$ cat src/rtl/iq_dsp_pkg.sv
// Shared DSP definitions: sample type, default halfband coefficients and
// the round-half-up / saturate helper reused by later DSP stages.
// No logic of its own; consumers decide pipelining and flow control.
package iq_dsp_pkg;

  // Default sample and coefficient widths
  localparam int SAMPLE_W = 12;
  localparam int COEF_W   = 12;

  // Default 7-tap halfband: h0=h6=HB_C0, h2=h4=HB_C1, h3=HB_CC, h1=h5=0.
  // 2*HB_C0 + 2*HB_C1 + HB_CC = 1024 = 2^HB_SHIFT, so DC gain is exactly one.
  localparam int HB_C0    = -32;
  localparam int HB_C1    = 288;
  localparam int HB_CC    = 512;
  localparam int HB_SHIFT = 10;

  // Working width of the round/saturate helper; any accumulator up to this
  // width is sign-extended into it by the caller.
  localparam int RS_W = 40;

  typedef logic signed [SAMPLE_W-1:0] sample_t;

  // Round half up (add half an LSB, arithmetic shift = floor), then clamp to
  // the signed range of a bw-bit result. The caller keeps the low bw bits.
  function automatic logic signed [RS_W-1:0] round_sat(
    input logic signed [RS_W-1:0] acc,
    input int                     shift,
    input int                     bw
  );
    logic signed [RS_W-1:0] half;
    logic signed [RS_W-1:0] r;
    logic signed [RS_W-1:0] hi;
    logic signed [RS_W-1:0] lo;
    half = (shift > 0) ? (RS_W'(1) <<< (shift - 1)) : RS_W'(0);
    r    = (acc + half) >>> shift;
    hi   = (RS_W'(1) <<< (bw - 1)) - RS_W'(1);
    lo   = -(RS_W'(1) <<< (bw - 1));
    if (r > hi) begin
      r = hi;
    end else if (r < lo) begin
      r = lo;
    end
    return r;
  endfunction

endpackage

$ cat src/rtl/hb7_mac.sv
// One channel of the 7-tap halfband: delay line, pre-add/multiply register, round/saturate.
// y is valid combinationally one cycle after mac_en, i.e. two edges after the shift.
// No backpressure: shift_en and mac_en are obeyed unconditionally; clr wipes all state.
module hb7_mac
  import iq_dsp_pkg::*;
#(
  parameter int BW    = SAMPLE_W,
  parameter int CBW   = COEF_W,
  parameter int C0    = HB_C0,
  parameter int C1    = HB_C1,
  parameter int CC    = HB_CC,
  parameter int SHIFT = HB_SHIFT
) (
  input  logic                 clk,
  input  logic                 rst,
  input  logic                 clr,
  input  logic                 shift_en,
  input  logic                 mac_en,
  input  logic signed [BW-1:0] x_in,
  output logic signed [BW-1:0] y
);

  // Product width: (BW+1)-bit pre-add times CBW-bit coefficient.
  // Three products summed need two more bits to stay exact.
  localparam int PW = BW + 1 + CBW;
  localparam int AW = PW + 2;

  localparam logic signed [CBW-1:0] K_OUTER  = CBW'(C0);
  localparam logic signed [CBW-1:0] K_INNER  = CBW'(C1);
  localparam logic signed [CBW-1:0] K_CENTRE = CBW'(CC);

  // dl[0] is the newest sample, dl[6] the oldest
  logic signed [BW-1:0] dl [7];
  logic signed [BW:0]   pa_outer;
  logic signed [BW:0]   pa_inner;
  logic signed [PW-1:0] p_outer;
  logic signed [PW-1:0] p_inner;
  logic signed [PW-1:0] p_centre;
  logic signed [AW-1:0] acc;

  // Delay line: shift one place per accepted sample
  always_ff @(posedge clk or posedge rst) begin
    if (rst) begin
      for (int k = 0; k < 7; k++) dl[k] <= '0;
    end else if (clr) begin
      for (int k = 0; k < 7; k++) dl[k] <= '0;
    end else if (shift_en) begin
      dl[0] <= x_in;
      for (int k = 1; k < 7; k++) dl[k] <= dl[k-1];
    end
  end

  // Symmetric pre-adds, one bit wider than a sample so they cannot wrap
  always_comb begin
    pa_outer = (BW+1)'(dl[0]) + (BW+1)'(dl[6]);
    pa_inner = (BW+1)'(dl[2]) + (BW+1)'(dl[4]);
  end

  // Product register: captures the three tap products of a triggering line
  always_ff @(posedge clk or posedge rst) begin
    if (rst) begin
      p_outer  <= '0;
      p_inner  <= '0;
      p_centre <= '0;
    end else if (clr) begin
      p_outer  <= '0;
      p_inner  <= '0;
      p_centre <= '0;
    end else if (mac_en) begin
      p_outer  <= PW'(pa_outer) * PW'(K_OUTER);
      p_inner  <= PW'(pa_inner) * PW'(K_INNER);
      p_centre <= PW'(dl[3])    * PW'(K_CENTRE);
    end
  end

  // Full-precision sum, then round half up and saturate to BW bits
  always_comb begin
    acc = AW'(p_outer) + AW'(p_inner) + AW'(p_centre);
    y   = BW'(round_sat(RS_W'(acc), SHIFT, BW));
  end

endmodule

$ cat src/rtl/iq_hb_decim2.sv
// I/Q halfband decimate-by-2: filters both channels and keeps every second result.
// Result enters the output buffer two edges after the triggering sample; out_valid the cycle after.
// Input cannot be stalled; 2-entry valid/ready buffer drops new results when full and sets sticky ovf.
module iq_hb_decim2
  import iq_dsp_pkg::*;
#(
  parameter int BW    = SAMPLE_W,
  parameter int CBW   = COEF_W,
  parameter int C0    = HB_C0,
  parameter int C1    = HB_C1,
  parameter int CC    = HB_CC,
  parameter int SHIFT = HB_SHIFT
) (
  input  logic                 clk,
  input  logic                 rst,
  input  logic                 in_valid,
  input  logic signed [BW-1:0] in_i,
  input  logic signed [BW-1:0] in_q,
  input  logic                 sync,
  output logic                 out_valid,
  input  logic                 out_ready,
  output logic signed [BW-1:0] out_i,
  output logic signed [BW-1:0] out_q,
  output logic                 ovf,
  input  logic                 clr_ovf
);

  // Decimation phase and pipeline valids
  logic phase;
  logic stg0_vld;   // delay line holds a line to be filtered
  logic stg1_vld;   // product register holds that line's products
  logic accept;
  logic trig;

  // Filter results, combinational from the product registers
  logic signed [BW-1:0] y_i;
  logic signed [BW-1:0] y_q;

  // Output buffer: two slots addressed by a read pointer and occupancy
  logic signed [BW-1:0] buf_i [2];
  logic signed [BW-1:0] buf_q [2];
  logic                 rd_ptr;
  logic [1:0]           cnt;
  logic                 wr_ptr;
  logic                 full;
  logic                 pop;
  logic                 wr_req;
  logic                 do_wr;
  logic                 drop;

  // A sample in the same cycle as sync is discarded
  assign accept = in_valid & ~sync;
  // Every second accepted sample produces an output
  assign trig   = accept & phase;

  hb7_mac #(
    .BW(BW), .CBW(CBW), .C0(C0), .C1(C1), .CC(CC), .SHIFT(SHIFT)
  ) u_mac_i (
    .clk      (clk),
    .rst      (rst),
    .clr      (sync),
    .shift_en (accept),
    .mac_en   (stg0_vld),
    .x_in     (in_i),
    .y        (y_i)
  );

  hb7_mac #(
    .BW(BW), .CBW(CBW), .C0(C0), .C1(C1), .CC(CC), .SHIFT(SHIFT)
  ) u_mac_q (
    .clk      (clk),
    .rst      (rst),
    .clr      (sync),
    .shift_en (accept),
    .mac_en   (stg0_vld),
    .x_in     (in_q),
    .y        (y_q)
  );

  // Phase toggles per accepted sample; valids follow the trigger down the pipe
  always_ff @(posedge clk or posedge rst) begin
    if (rst) begin
      phase    <= 1'b0;
      stg0_vld <= 1'b0;
      stg1_vld <= 1'b0;
    end else if (sync) begin
      phase    <= 1'b0;
      stg0_vld <= 1'b0;
      stg1_vld <= 1'b0;
    end else begin
      if (accept) phase <= ~phase;
      stg0_vld <= trig;
      stg1_vld <= stg0_vld;
    end
  end

  // Buffer control: a pop frees a slot for a write on the same edge, so a
  // full buffer only drops when nothing is being taken out.
  always_comb begin
    full   = (cnt == 2'd2);
    pop    = out_valid & out_ready;
    wr_req = stg1_vld & ~sync;
    do_wr  = wr_req & (~full | pop);
    drop   = wr_req & full & ~pop;
    // Next free slot; when full it is the head slot being popped this edge
    wr_ptr = rd_ptr ^ cnt[0];
  end

  // Output buffer storage, read pointer and occupancy
  always_ff @(posedge clk or posedge rst) begin
    if (rst) begin
      cnt      <= 2'd0;
      rd_ptr   <= 1'b0;
      buf_i[0] <= '0;
      buf_i[1] <= '0;
      buf_q[0] <= '0;
      buf_q[1] <= '0;
    end else if (sync) begin
      cnt      <= 2'd0;
      rd_ptr   <= 1'b0;
      buf_i[0] <= '0;
      buf_i[1] <= '0;
      buf_q[0] <= '0;
      buf_q[1] <= '0;
    end else begin
      if (do_wr) begin
        buf_i[wr_ptr] <= y_i;
        buf_q[wr_ptr] <= y_q;
      end
      if (pop) rd_ptr <= ~rd_ptr;
      cnt <= cnt + {1'b0, do_wr} - {1'b0, pop};
    end
  end

  // Sticky overflow: a drop wins over a same-edge clear; sync leaves it alone
  always_ff @(posedge clk or posedge rst) begin
    if (rst) begin
      ovf <= 1'b0;
    end else if (drop) begin
      ovf <= 1'b1;
    end else if (clr_ovf) begin
      ovf <= 1'b0;
    end
  end

  assign out_valid = (cnt != 2'd0);
  assign out_i     = buf_i[rd_ptr];
  assign out_q     = buf_q[rd_ptr];

endmodule

$ cat config.mk
export PLATFORM = sky130hd
export DESIGN_NAME = iq_hb_decim2
export DESIGN_NICKNAME = d
export VERILOG_FILES = /design/src/rtl/iq_dsp_pkg.sv /design/src/rtl/hb7_mac.sv /design/src/rtl/iq_hb_decim2.sv
export SDC_FILE = /design/constraint.sdc
export NUM_CORES = 1
export LEC_CHECK = 0
export CAP_MARGIN = 10
export CORE_ASPECT_RATIO = 0.5
export CORE_MARGIN = 1
export CORE_UTILIZATION = 55
export CTS_CLUSTER_DIAMETER = 80
export DETAILED_ROUTE_END_ITERATION = 6
export PLACE_DENSITY_LB_ADDON = 0.08
export SYNTH_ARGS = -nofsm -noshare
export SYNTH_HDL_FRONTEND = slang
export SYNTH_SLANG_ARGS = --single-unit
$ cat constraint.sdc
create_clock -name clk -period 20 [get_ports clk]
set_input_delay 2 -clock clk [delete_from_list [all_inputs] [get_ports clk]]
set_output_delay 2 -clock clk [all_outputs]
set_load 0.03 [all_outputs]
---- After elaboration in Yosys (flattened, before gate mapping) ----
Cells that the tools add are included.
operators by class
  $add $sub $neg .......................... 14
  $mul .................................... 2
  divide/modulo/power cells ............... 0
  order comparisons ....................... 7
  equality and inequality tests ........... 1
  shift operators ......................... 0
  multiplexer cells ....................... 43
  bitwise operators ....................... 16
  reductions and logical operators ........ 7
operators with widths
  cell                                                          number
  two-way mux 84 bit                                            4
  two-way mux 25 bit                                            12
  two-way mux 12 bit                                            11
  two-way mux 24 bit                                            4
  adder 27 x 11 -> 28 bit, second input constant                2
  adder 26 x 25 -> 27 bit                                       2
  adder 12 x 12 -> 13 bit                                       4
  adder 25 x 25 -> 26 bit                                       2
  bitwise mux 24 bit                                            2
  negator 13 -> 20 bit                                          2
  > comparator 18 x 12 -> 1 bit, second input constant          2
  less-than comparator 18 x 12 -> 1 bit, second input constant  2
  multiplier 13 x 5 -> 18 bit, second input constant            2
  demux 12 bit (select 1 bit)                                   1
  nonzero test 2 bit                                            6
  two-way mux 1 bit                                             8
  bitwise AND 1 bit                                             7
  NOT 1 bit                                                     5
  >= comparator 2 bit, second input constant                    2
  NOT 1 -> 2 bit                                                2
  adder 2 x 1 -> 2 bit                                          1
  equality test 2 bit, second input constant                    1
  less-than comparator 2 x 1 -> 1 bit, second input constant    1
  two-way mux 2 bit                                             1
  other kinds (4)                                               4
storage, ports and cells
  register bits after elaboration ......... 373
  latch bits .............................. 0
  bits in writable memories ............... 0
  bits in read-only memories .............. 0
  input bits .............................. 30
  memories ................................ 0

---- Longest topological paths before layout ----
  depth after elaboration ................. 9
  mapped depth ............................ 19
  gate-level depth less buffers ........... 19

---- By module ----
From an unflattened synthesis, not the netlist that was laid out.
second synthesis, totals
  cells, all modules ...................... 2228
  area total of the unflattened synthesis .. 21528.1 sq um
modules (own cells, without submodules)
  module              times used  cells each  area each (sq um)
  hb7_mac at u_mac_q  1           934         9019.9
  hb7_mac at u_mac_i  1           912         8949.8
  iq_hb_decim2        1           382         3558.4

---- Worst setup path before layout ----
Ideal clock, no wire load.
  kind .................................... reg2reg
  from .................................... register u_mac_i.dl[24] (netlist bit)
  to ...................................... register u_mac_i.p_inner[23]
  data arrival time ....................... 4.224 ns
  data required time ...................... 19.917 ns
  path slack .............................. 15.693 ns
  stages on the path, launching flop included .. 20
  path buffers ............................ 0
  path through ............................ dfrtp_1 -> ha_1 -> fa_1 -> a21o_1 -> a21oi_1 -> o21bai_1 -> a31o_2 -> a211o_1 -> a211oi_1 -> mux2i_1 -> inv_1 -> ha_1 -> ha_1 -> nand3_1 -> a2111oi_0 -> o31a_1 -> o21a_1 -> o21ai_0 -> xnor2_1 -> o21ai_0
on the way
  cells in the longest elaborated chain, start to end .. 4
RTL lines
  element                      line           text
  from (decl)                  hb7_mac.sv:33  logic signed [BW-1:0] dl [7];
  adder 12 x 12 -> 13 bit      hb7_mac.sv:56  pa_inner = (BW+1)'(dl[2]) + (BW+1)'(dl[4]);
  multiplier 13 x 5 -> 18 bit  hb7_mac.sv:71  p_inner <= PW'(pa_inner) * PW'(K_INNER);
  two-way mux 25 bit           hb7_mac.sv:69  end else if (mac_en) begin
  two-way mux 25 bit           hb7_mac.sv:65  end else if (clr) begin
  to (signal assigned)         hb7_mac.sv:71
  to (decl)                    hb7_mac.sv:37  logic signed [PW-1:0] p_inner;
No other way between the ends. The select of a mux whose other input is x is not followed.
A chain may end at the register's enable or synchronous reset.

---- Final worst setup path ----
Same ends and word-level chain as after synthesis.

==> results.md <==
* Critical Path AT at 5.28 ns
* Vias at between 10000 and 15000
* Max layer used: met4
* Fillers at ~3000
* WL/cell at 17.2 µm
* Row count at 48
* Post-synthesis cell area at 20000 µm²
* Post-synth ARST share at between 90% and 100%
* Reg clk slew, reported paths at 0.07 ns
* Final hold slack at between 0.4 and 0.5 ns
* Leakage at 11.2 nW
* Relative slew slack at a little over a quarter
* Max-Cap Viols at 0
* Hold buffers post-CTS at 0
* Crit path required time at 20.50 ns
* Syn Nets at 2310
* Root Buffer: clkbuf_16
* Later-pin clock latency in the skew report at 0.60 ns
* DRT Wirelength at approximately 44000 µm
* Period utilisation layout at a little under a quarter
* CTS tree: built
* Yosys reg bits at 323
* Synth Warn # at 0
* Reg-to-Reg End: u_mac_i.p_inner[23]
* Vias in the first global route at around 13000
* Reg-to-reg slack, setup at 15.22 ns
* Layout Nets at ~2300
* Post-DP Area at 20900 µm²
* Share of cells above drive strength 1 at ~5.3%
* Post-DP HPWL at 31700 µm
* First-pass GRT wire length at 71100 µm
* CTS-repair resized insts at 0
* Final hold viol count at 0
* DR DRC count at 0
* Antenna Cells at 0
* Worst-path fanout max at 5
* Synth Instances at 2038
* # IOs at 56
* IO buf count at 55
* Post-synth EDFFs at 0
* Number of distinct library cells after synthesis at 70
* Final setup vio count at 0
* Initial antenna violation count at 0
* Post-CTS setup buffers at 0
* Worst setup EP type: flip-flop
* Status: completed
* Die W at 272 µm
* Via/cell ratio at approximately 5.4
* Hold Path Sink: u_mac_q.p_outer[22]
* Slew Viols, Final at 0
* Min Clock Period, post-route at about 4.8 ns
* Max VDD drop at approximately 0.055 mV
* Antenna Nets Post-Route at 0
* Total power at roughly 1.5 mW
* Worst setup SP type: flip-flop
* Slew @ Worst Pin at 1.10 ns
* Hold depth at 1
* Routability congestion estimate at about 0.85
* Top_reg_cell synth: dfrtp_1
* Worst r2r src: u_mac_i.dl[24]
* Die area at about 37000 µm²
* Met1 wire length at about 26000 µm
* Worst hold start: u_mac_q.p_outer[22]
* Reg2Reg Depth at 19
* DR iter-0 viols at between 1000 and 1500
* Final setup TNS at 0 ns
* RSZ-0062 raised after global routing: no
* Post-route cell area at between 20000 and 25000 µm²
* Grt ovf at 0
* Die height at approximately 140 µm
* CTS Buf Count at 29
* Seq/Total Area, Yosys at 40.3%
* Pre-Repair DR Iteration Count at 5
* H-tree depth at 1
* Clock skew at approximately 0.027 ns
* Hold Crit Class: flip-flop to flip-flop
* WS Path Type: flip-flop to flip-flop
* Longest Clk Path Bufs at 3
* Core area at about 35000 µm²
* Tot GR Track Use at about a quarter
* DR WL met2 at approximately 15000 µm
* Area delta synth->final at 9.38%
* Clk sinks at around 320
* Initial Util at roughly 57%
* Syn Area/Cell at ~9.8 µm²
* Fmax at around 0.21 GHz
* Pwr/cell area at around 67 nW/µm²
* Largest net degree at the start of global routing at between 150 and 200
* WL met3 at roughly 2700 µm
[cells in the final DEF, fill, tap and decap left out, types with 8 or more instances in the layout]
cell type        instances
ha_1                   204
nand3_1                 25
mux2_2                  26
o21bai_1                10
clkdlybuf4s50_1         53
dfrtp_1                322
nor2b_1                 13
o21ai_0                 82
nand2_1                119
buf_4                    8
nor2_1                 293
nand2b_1                13
nor3_1                  24
clkbuf_16               29
o21ai_1                 20
a211oi_1                21
inv_1                  225
a21o_1                  28
clkbuf_8                11
xor2_1                  25
mux2i_1                218
o21a_1                  14
a21oi_1                 75
xnor2_1                 58
fa_1                    38
[critical path, cell delays in order, from the launching register on]
cell and delay [ns]:
dfrtp_1 0.40, ha_1 0.24, fa_1 0.40, a21o_1 0.17, a21oi_1 0.21, o21bai_1 0.11, a31o_2 0.26, a211o_1 0.31
a211oi_1 0.25, mux2i_1 0.19, inv_1 0.16, ha_1 0.25, ha_1 0.37, nand3_1 0.09, a2111oi_0 0.54, o31a_1 0.24
o21a_1 0.13, o21ai_0 0.09, xnor2_1 0.13, o21ai_0 0.15
[per-layer routing]
layer | global-route usage, % | vias to the layer above
met5 | 0 | -
met4 | 3.03 | 0
met3 | 4.58 | 33
met2 | 29.0 | 261
met1 | 43.1 | 6708
li1 | - | 6918
[flip-flops by register name (all words and copies together), names as in the netlist, 18 cells and up]
register,cells
buf_i,24
buf_q,24
u_mac_q.p_inner,18
u_mac_q.p_outer,20
u_mac_i.p_inner,18
u_mac_q.dl,84
u_mac_i.dl,84
u_mac_i.p_outer,20
[worst max-delay path by stage]
| stage | from | end | cells past startpoint |
|---|---|---|---|
| after floorplan | rst | buf_i[0] | 1 |
| after detailed placement | u_mac_i.dl[24] | u_mac_i.p_inner[23] | 19 |
| after global placement | u_mac_i.dl[24] | u_mac_i.p_inner[23] | 19 |
| after CTS | u_mac_q.dl[24] | u_mac_q.p_inner[23] | 19 |
| after global routing | u_mac_i.dl[24] | u_mac_i.p_inner[23] | 19 |
| final | u_mac_i.dl[24] | u_mac_i.p_inner[23] | 19 |
[synthesized netlist by cell type (all sizes together), types with 5 or more instances]
library cell | instances | area, µm²
o21a | 14 | 105
xor2 | 25 | 219
nor3 | 25 | 130
o21bai | 10 | 75.1
xnor2 | 58 | 508
ha | 204 | 2550
a21o | 30 | 228
nand3 | 25 | 125
and3 | 8 | 51.3
a21oi | 75 | 375
nor2 | 296 | 1110
mux2 | 26 | 293
o41ai | 6 | 60.1
nand2 | 119 | 447
nand3b | 6 | 45.0
dfrtp | 323 | 8080
nand2b | 13 | 81.3
o211ai | 5 | 37.5
fa | 38 | 761
o21ai | 102 | 510
clkbuf | 48 | 180
buf | 26 | 125
inv | 226 | 848
nor2b | 13 | 81.3
o31ai | 5 | 37.5
nand4 | 7 | 43.8
a211oi | 21 | 158
mux2i | 218 | 2180
[cell families (layout without fill, tap and decap cells)]
group                      after synthesis  after routing  share of synthesized area, %
buffers and inverters                  302            344                          5.96
muxes                                  244            244                          12.4
xor gates and xnor gates                83             83                          3.63
AOI/OAI and AO/OA                      313            313                          9.89
DFF                                    323            323                          40.3
adders and majority gates              242            242                          16.5
and+or+nand+nor                        531            531                          11.3
[per-stage QoR]
stage          utilization (%)  instances  worst slack (ns)
5_1_grt                   62.4       2555             14.92
6_report                  62.4       2555             15.22
4_1_cts                   62.4       2555             15.28
2_1_floorplan                -       2038              9.06
3_3_place_gp              59.6       2501             15.37
3_5_place_dp              59.6       2501             15.31
[report_power, final]
part           leakage (nW)  internal (mW)  switching, mW
Sequential             4.48          0.666         0.0124
Combinational          6.27         0.0807          0.126
Clock                 0.491          0.319          0.261
Total                  11.2           1.07          0.399
[cell type report]
class	instances	area, µm²	share of cell area, %
clock buffer	44	882	4.03
sequential	323	8080	36.9
tap	475	594	2.71
inverter	226	856	3.91
clock inverter	10	93.8	0.428
timing repair buffer	64	639	2.92
multi-input combinational	1413	10800	49.1
(Power assumes the default switching activity.)
